**config.mk**
```make
export PLATFORM = sky130hd
export DESIGN_NAME = i2s_frame_ctrl
export DESIGN_NICKNAME = d
export VERILOG_FILES = /design/src/rtl/i2s_pkg.sv /design/src/rtl/i2s_edge_det.sv /design/src/rtl/i2s_frame_ctrl.sv
export SDC_FILE = /design/constraint.sdc
export NUM_CORES = 1
export LEC_CHECK = 0
export BUFFER_PORTS_ARGS = -buffer_cell sky130_fd_sc_hd__clkbuf_2
export CAP_MARGIN = 30
export CORE_MARGIN = 1.5
export CORE_UTILIZATION = 35
export DETAILED_ROUTE_END_ITERATION = 12
export MAX_ROUTING_LAYER = met4
export PLACE_DENSITY = 0.68
export SLEW_MARGIN = 15
export SYNTH_ARGS = -nofsm -noshare
export SYNTH_HDL_FRONTEND = slang
export SYNTH_HIERARCHICAL = 1
export SYNTH_SLANG_ARGS = --single-unit
```
**constraint.sdc**
```tcl
create_clock -name mclk_in -period 2.2 [get_ports mclk_in]
set_input_delay 0.44 -clock mclk_in [delete_from_list [all_inputs] [get_ports mclk_in]]
set_output_delay 0.44 -clock mclk_in [all_outputs]
set_load 0.01 [all_outputs]
```
**src/rtl/i2s_pkg.sv**
```systemverilog
// Shared types and constants for the I2S frame scheduler.
package i2s_pkg;

    localparam int I2S_PDATA_WIDTH = 32;
    localparam int STATS_WIDTH     = 16;

    typedef enum logic [1:0] {
        IDLE,
        WAIT_EDGE,
        DELAY,
        CAPTURE
    } frame_state_t;

    function automatic logic [STATS_WIDTH-1:0] sat_inc(input logic [STATS_WIDTH-1:0] value);
        return (&value) ? value : value + 1'b1;
    endfunction

endpackage

```
**src/rtl/i2s_edge_det.sv**
```systemverilog
// Registers a level once and reports single-cycle rise/fall pulses against the live input.
module i2s_edge_det (
    input  logic clk_in,
    input  logic rst_in,
    input  logic level_in,
    output logic rise_out,
    output logic fall_out
);

    logic r_level_q;

    always_ff @(posedge clk_in) begin
        if (rst_in) begin
            r_level_q <= 1'b0;
        end else begin
            r_level_q <= level_in;
        end
    end

    assign rise_out = ~r_level_q & level_in;
    assign fall_out = r_level_q & ~level_in;

endmodule

```
**src/rtl/i2s_frame_ctrl.sv**
```systemverilog
// Once-per-frame capture of the received L/R pair and load of the next transmit pair.
// Defining I2S_FRAME_CTRL_STATS_EN adds saturating frame/overrun/underrun counter ports.
module i2s_frame_ctrl
    import i2s_pkg::*;
#(
    parameter int PDATA_WIDTH        = I2S_PDATA_WIDTH,
    parameter int CAPTURE_DELAY_SCLK = 2,
    parameter int UNDERRUN_HOLD      = 0
) (
    input  logic                   mclk_in,
    input  logic                   rst_in,
    input  logic                   enable_in,
    input  logic                   lrck_in,
    input  logic                   sclk_in,
    input  logic [PDATA_WIDTH-1:0] pldata_rx_in,
    input  logic [PDATA_WIDTH-1:0] prdata_rx_in,
    output logic [PDATA_WIDTH-1:0] pldata_tx_out,
    output logic [PDATA_WIDTH-1:0] prdata_tx_out,
    output logic                   rx_valid_out,
    input  logic                   rx_ready_in,
    output logic [PDATA_WIDTH-1:0] rx_ldata_out,
    output logic [PDATA_WIDTH-1:0] rx_rdata_out,
    input  logic                   tx_valid_in,
    output logic                   tx_ready_out,
    input  logic [PDATA_WIDTH-1:0] tx_ldata_in,
    input  logic [PDATA_WIDTH-1:0] tx_rdata_in,
    output logic                   overrun_out,
    output logic                   underrun_out,
`ifdef I2S_FRAME_CTRL_STATS_EN
    output logic [STATS_WIDTH-1:0] frame_cnt_out,
    output logic [STATS_WIDTH-1:0] overrun_cnt_out,
    output logic [STATS_WIDTH-1:0] underrun_cnt_out,
`endif
    input  logic                   clear_in
);

    localparam int CNT_W = (CAPTURE_DELAY_SCLK < 2) ? 1 : $clog2(CAPTURE_DELAY_SCLK + 1);
    localparam logic [CNT_W-1:0] CNT_LAST =
        CNT_W'((CAPTURE_DELAY_SCLK > 0) ? CAPTURE_DELAY_SCLK - 1 : 0);

    logic w_lrck_rise, w_lrck_fall, w_sclk_rise, w_sclk_fall;
    logic w_unused_edges;

    i2s_edge_det u_lrck_edge (
        .clk_in   (mclk_in),
        .rst_in   (rst_in),
        .level_in (lrck_in),
        .rise_out (w_lrck_rise),
        .fall_out (w_lrck_fall)
    );

    i2s_edge_det u_sclk_edge (
        .clk_in   (mclk_in),
        .rst_in   (rst_in),
        .level_in (sclk_in),
        .rise_out (w_sclk_rise),
        .fall_out (w_sclk_fall)
    );

    assign w_unused_edges = w_lrck_rise | w_sclk_fall;

    frame_state_t           r_state;
    logic [CNT_W-1:0]       r_dly_cnt;
    logic                   r_rx_valid;
    logic [PDATA_WIDTH-1:0] r_rx_ldata, r_rx_rdata;
    logic                   r_tx_empty;
    logic [PDATA_WIDTH-1:0] r_buf_ldata, r_buf_rdata;
    logic [PDATA_WIDTH-1:0] r_last_ldata, r_last_rdata;
    logic [PDATA_WIDTH-1:0] r_tx_ldata, r_tx_rdata;
    logic                   r_overrun, r_underrun;

    // Dropping enable_in in the CAPTURE state suppresses that capture entirely.
    logic w_capture, w_rx_hs, w_tx_hs, w_overrun_ev, w_underrun_ev;
    assign w_capture     = (r_state == CAPTURE) && enable_in;
    assign w_rx_hs       = r_rx_valid && rx_ready_in;
    assign w_tx_hs       = tx_valid_in && r_tx_empty;
    assign w_overrun_ev  = w_capture && r_rx_valid && !rx_ready_in;
    assign w_underrun_ev = w_capture && r_tx_empty && !tx_valid_in;

    always_ff @(posedge mclk_in) begin
        if (rst_in) begin
            r_state   <= IDLE;
            r_dly_cnt <= '0;
        end else if (!enable_in) begin
            r_state <= IDLE;
        end else begin
            case (r_state)
                IDLE: r_state <= WAIT_EDGE;
                WAIT_EDGE: begin
                    if (w_lrck_fall) begin
                        r_dly_cnt <= '0;
                        r_state   <= (CAPTURE_DELAY_SCLK == 0) ? CAPTURE : DELAY;
                    end
                end
                DELAY: begin
                    if (w_sclk_rise) begin
                        r_dly_cnt <= r_dly_cnt + 1'b1;
                        if (r_dly_cnt == CNT_LAST) begin
                            r_state <= CAPTURE;
                        end
                    end
                end
                CAPTURE: r_state <= WAIT_EDGE;
                default: r_state <= IDLE;
            endcase
        end
    end

    // A capture overwrites any unconsumed pair and keeps valid set even if a handshake lands here.
    always_ff @(posedge mclk_in) begin
        if (rst_in) begin
            r_rx_valid <= 1'b0;
            r_rx_ldata <= '0;
            r_rx_rdata <= '0;
        end else if (w_capture) begin
            r_rx_valid <= 1'b1;
            r_rx_ldata <= pldata_rx_in;
            r_rx_rdata <= prdata_rx_in;
        end else if (w_rx_hs) begin
            r_rx_valid <= 1'b0;
        end
    end

    always_ff @(posedge mclk_in) begin
        if (rst_in) begin
            r_tx_empty   <= 1'b1;
            r_buf_ldata  <= '0;
            r_buf_rdata  <= '0;
            r_last_ldata <= '0;
            r_last_rdata <= '0;
            r_tx_ldata   <= '0;
            r_tx_rdata   <= '0;
        end else if (w_capture) begin
            if (!r_tx_empty) begin
                r_tx_ldata   <= r_buf_ldata;
                r_tx_rdata   <= r_buf_rdata;
                r_last_ldata <= r_buf_ldata;
                r_last_rdata <= r_buf_rdata;
                r_tx_empty   <= 1'b1;
            end else if (tx_valid_in) begin
                r_tx_ldata   <= tx_ldata_in;
                r_tx_rdata   <= tx_rdata_in;
                r_last_ldata <= tx_ldata_in;
                r_last_rdata <= tx_rdata_in;
            end else begin
                r_tx_ldata <= (UNDERRUN_HOLD != 0) ? r_last_ldata : '0;
                r_tx_rdata <= (UNDERRUN_HOLD != 0) ? r_last_rdata : '0;
            end
        end else begin
            if (!enable_in) begin
                r_tx_ldata <= '0;
                r_tx_rdata <= '0;
            end
            if (w_tx_hs) begin
                r_buf_ldata <= tx_ldata_in;
                r_buf_rdata <= tx_rdata_in;
                r_tx_empty  <= 1'b0;
            end
        end
    end

    // A fresh event outranks clear_in in the same cycle.
    always_ff @(posedge mclk_in) begin
        if (rst_in) begin
            r_overrun  <= 1'b0;
            r_underrun <= 1'b0;
        end else begin
            r_overrun  <= w_overrun_ev | (r_overrun & ~clear_in);
            r_underrun <= w_underrun_ev | (r_underrun & ~clear_in);
        end
    end

`ifdef I2S_FRAME_CTRL_STATS_EN
    logic [STATS_WIDTH-1:0] r_frame_cnt, r_overrun_cnt, r_underrun_cnt;

    always_ff @(posedge mclk_in) begin
        if (rst_in) begin
            r_frame_cnt    <= '0;
            r_overrun_cnt  <= '0;
            r_underrun_cnt <= '0;
        end else begin
            if (w_capture)     r_frame_cnt    <= sat_inc(r_frame_cnt);
            if (w_overrun_ev)  r_overrun_cnt  <= sat_inc(r_overrun_cnt);
            if (w_underrun_ev) r_underrun_cnt <= sat_inc(r_underrun_cnt);
        end
    end

    assign frame_cnt_out    = r_frame_cnt;
    assign overrun_cnt_out  = r_overrun_cnt;
    assign underrun_cnt_out = r_underrun_cnt;
`endif

    assign pldata_tx_out = r_tx_ldata;
    assign prdata_tx_out = r_tx_rdata;
    assign rx_valid_out  = r_rx_valid;
    assign rx_ldata_out  = r_rx_ldata;
    assign rx_rdata_out  = r_rx_rdata;
    assign tx_ready_out  = r_tx_empty;
    assign overrun_out   = r_overrun;
    assign underrun_out  = r_underrun;

endmodule

```
* After elaboration in Yosys (flattened, before gate mapping) *
Index checks and enable logic that the tools add are counted.

cells by class
  shift operators = 0
  add/subtract/negate cells = 1
  bitwise logic cells = 11
  divide/modulo/power cells = 0
  multiplexer cells = 16
  multipliers = 0
  reductions and logical operators = 18
  $lt $le $gt $ge = 0
  equal/unequal tests = 8

operator list
  cell                 number
  $mux 32              7
  $mux 2               5
  $logic_and 1x1->1    7
  $ne 2x1->1 const B   3
  $pmux 2 s3           1
  $reduce_or 2->1      3
  $not 1->1            5
  $and 1x1->1          4
  $eq 2x1->1 const B   2
  $eq 2x2->1 const B   2
  $pmux 2 s2           1
  $reduce_and 4->1     1
  $reduce_bool 2->1    2
  $reduce_and 3->1     1
  $add 2x1->2 const B  1
  $logic_not 1->1      2
  $logic_not 2->1      1
  $mux 1               2
  $ne 2x2->1 const B   1
  $or 1x1->1           2
  $reduce_and 2->1     1

storage, ports and cells
  memory bits (read-only) = 0
  memories = 0
  logic and storage cells = 68
  input port bits = 136
  bits in registers = 202
  output and inout port bits = 132
  bits in latches = 0
  memory bits (writable) = 0

* Longest topological paths before layout *
  depth in word-level cells = 5
  gate-level depth with buffers = 6
  depth with buffers taken out = 5

* Modules after synthesis *
The synthesis kept the hierarchy.

modules (own cells, without submodules)
  module          cells an instance  times used  sequential area each (um^2)  area each (um^2)
  i2s_frame_ctrl  978                1           4003.8                       8150.3
  i2s_edge_det    4                  2           20.0                         38.8

* Worst setup path after synthesis *
OpenSTA, ideal clock, no wires.

  path type = input port to flip-flop
  start point = in rst_in
  end point = reg r_tx_ldata[0] (netlist: pldata_tx_out[0])
  path slack = 813 ps
  stages = 6
  arrival = 1271 ps
  library setup time = 117 ps
  buffers on the path = 3
  required time = 2083 ps
  cell sequence = buf_2 -> nor2b_2 -> and3_4 -> buf_6 -> buf_6 -> a22o_1

RTL lines
  item                    line                   text
  start: declaration      i2s_frame_ctrl.sv:11   input logic rst_in,
  end signal: assignment  i2s_frame_ctrl.sv:135  r_tx_ldata <= r_buf_ldata;
  end signal: assignment  i2s_frame_ctrl.sv:141  r_tx_ldata <= tx_ldata_in;
  end signal: assignment  i2s_frame_ctrl.sv:146  r_tx_ldata <= (UNDERRUN_HOLD != 0) ? r_last_ldata : '0;
  end: declaration        i2s_frame_ctrl.sv:69   logic [PDATA_WIDTH-1:0] r_tx_ldata, r_tx_rdata;

* Worst setup path after layout *
  start point = reg r_state[0]
  end point = reg r_tx_rdata[20] (netlist: prdata_tx_out[20])

between the ends
  longest elaborated chain between the ends = 3
  elaborated cells on any way between the ends = 4
  those cells by class = eq/ne: 2; mux: 1; reduce/logical: 1

RTL lines
  item                                                           line                   text
  start: declaration                                             i2s_frame_ctrl.sv:62   frame_state_t r_state;
  start signal: assignment                                       i2s_frame_ctrl.sv:92   r_state <= (CAPTURE_DELAY_SCLK == 0) ? CAPTURE : DELAY;
  $eq 2x2->1 (*)                                                 i2s_frame_ctrl.sv:74   assign w_capture = (r_state == CAPTURE) && enable_in;
  $logic_and 1x1->1 (*)                                          i2s_frame_ctrl.sv:74
  $ne 2x1->1 (no source line) / $mux 32 (equally long branches)  --
  end signal: assignment                                         i2s_frame_ctrl.sv:136  r_tx_rdata <= r_buf_rdata;
  end signal: assignment                                         i2s_frame_ctrl.sv:142  r_tx_rdata <= tx_rdata_in;
  end signal: assignment                                         i2s_frame_ctrl.sv:147  r_tx_rdata <= (UNDERRUN_HOLD != 0) ? r_last_rdata : '0;
  end: declaration                                               i2s_frame_ctrl.sv:69

Every way passes the cells marked *; elsewhere a longest branch is shown, timed or not.
A chain may end at the register's enable or synchronous reset.

==> results.txt <==
Outcome -> finished clean
Part of the cycle the worst path needs -> 0.851
Worst-skew pair later-pin latency -> 510 ps
Clk slew on worst S/H paths -> 60 ps
Commonest non-fill, non-tap cell in the layout -> clkbuf_2
Critical Path RT -> 2600 ps
Vert. Die Dim -> 156 microns
Cells after synthesis -> 984
Worst setup EP type -> register
Drt total wl -> 23200 microns
Mapped Nets -> 1126
Total core area -> 22800 sq um
Post-Syn Area per Cell -> 8.35 sq um
Io pins -> 268
Pwr Density -> 779 nW/um^2
CTS Buf Count -> 23
Cell Area, Synth -> 8220 sq um
Crit path launch type -> register
Resized Gates After CTS -> 0
# rows -> 55
Nets -> 1348
TritonRoute pass-1 iters -> 5
Number of global-route vias before repair -> 7214
# hold bufs at CTS -> 0
Final Total Pwr -> 8.17 mW
Initial Util -> 0.360
Clk buf depth -> 3
Post-route ant nets -> 0
First-pass GRT wire length -> 36900 microns
Worst relative slew slack -> 0.482
Peak Freq -> 534 MHz
CTS tree -> yes
Max Cap Violations -> 0
# port buffers -> 267
Final Slew Violations -> 0
H-tree Lvls -> 1
Final Skew -> 16.2 ps
Total negative slack -> 0 ps
Drt drc -> 0
Layout cells sized above 1 -> 0.273
Synthesis Warnings -> 6
Crit Path Class -> reg -> reg
Routed len/inst -> 15.1 microns
Worst vdd ir -> 0.000528 V
Tot GR Track Use -> 0.190
Initial antenna violation count -> 1
RSZ-0062 raised after global routing -> false
WHS -> 152 ps
Largest net degree at the start of global routing -> 89
Crit Path Max Fanout -> 88
DR iter-0 viols -> 389
Number of setup violations in the final report -> 0
GR Overflow Total -> 0
Final HPWL DP -> 14800 microns
Clock tree root buffer cell -> clkbuf_16
Worst-margin pin slew -> 778 ps
Leak -> 4.21 nW
Hold Path Class -> in -> reg
GP Congestion -> 0.731
Vias per std cell -> 5.00
Fin util -> 0.459
Fin crit period -> 1870 ps
CTS Sinks -> 202
Total Die Area -> 24400 sq um
Hold Fails Final Rpt -> 0
Die span in x -> 156 microns
Setup bufs post-CTS -> 0
Most frequent cells in the layout -> clkbuf_2 (266), dfxtp_1 (201), a21oi_1 (132)
Vias -> 7679
Layout overhead on the synthesized area -> 27.6%
WP data arrival -> 2280 ps
## per-layer routing
metal / vias to the layer above / global-route usage / routed length (microns)
met5: - / - / 0
li1: 3815 / - / -
met4: 0 / 0.0454 / 467
met3: 35 / 0.0403 / 1830
met2: 305 / 0.303 / 10600
met1: 3524 / 0.246 / 10300
## state kept, by name, summed over array words and instances, names as in the netlist, 2 cells and up
| register | cells |
|---|---|
| prdata_tx_out | 32 |
| r_dly_cnt | 2 |
| rx_rdata_out | 32 |
| r_state | 2 |
| r_buf_rdata | 32 |
| pldata_tx_out | 32 |
| rx_ldata_out | 32 |
| r_buf_ldata | 32 |
## area by class of cell
| cell class | count | area [sq um] |
|---|---|---|
| Clock inverter | 12 | 119 |
| Tap cell | 313 | 392 |
| Clock buffer | 30 | 632 |
| Timing Repair Buffer | 288 | 1560 |
| Sequential cell | 202 | 4050 |
| Inverter | 69 | 259 |
| Antenna cell | 1 | 2.50 |
| Fill cell | 2291 | 12400 |
| Multi-Input combinational cell | 622 | 3480 |
## worst paths after layout
path | start | endpoint | slack (ps) | depth (start not counted)
max | r_state[0]$_SDFFE_PP0P_ | prdata_tx_out[20]$_SDFFE_PP0P_ | 330 | 4
min reg2reg | rx_rdata_out[27]$_SDFFE_PP0N_ | rx_rdata_out[27]$_SDFFE_PP0N_ | 450 | 2
min | pldata_rx_in[28] | rx_ldata_out[28]$_SDFFE_PP0N_ | 150 | 3
max reg2reg | r_state[0]$_SDFFE_PP0P_ | prdata_tx_out[20]$_SDFFE_PP0P_ | 330 | 4
## per-stage QoR
stage,std cells,area (sq um),setup WS [ps]
after global placement,1494,9730,398
after CTS,1536,10500,311
final,1537,10500,327
after floorplan,984,8220,813
after detailed placement,1494,9730,330
after global routing,1537,10500,131
## where the power goes
group / switching (mW) / total [mW] / internal (mW)
clock network: 1.55 / 3.81 / 2.26
registers: 0.0452 / 3.79 / 3.75
logic: 0.335 / 0.568 / 0.233
total: 1.93 / 8.17 / 6.24
## worst max-delay path, stage by stage (launching register included)
cell,delay (ps)
dfxtp_1,440
ha_4,250
buf_4,630
o21ai_0,200
a22o_1,210
No activity file was read; power rests on OpenSTA's default activity.
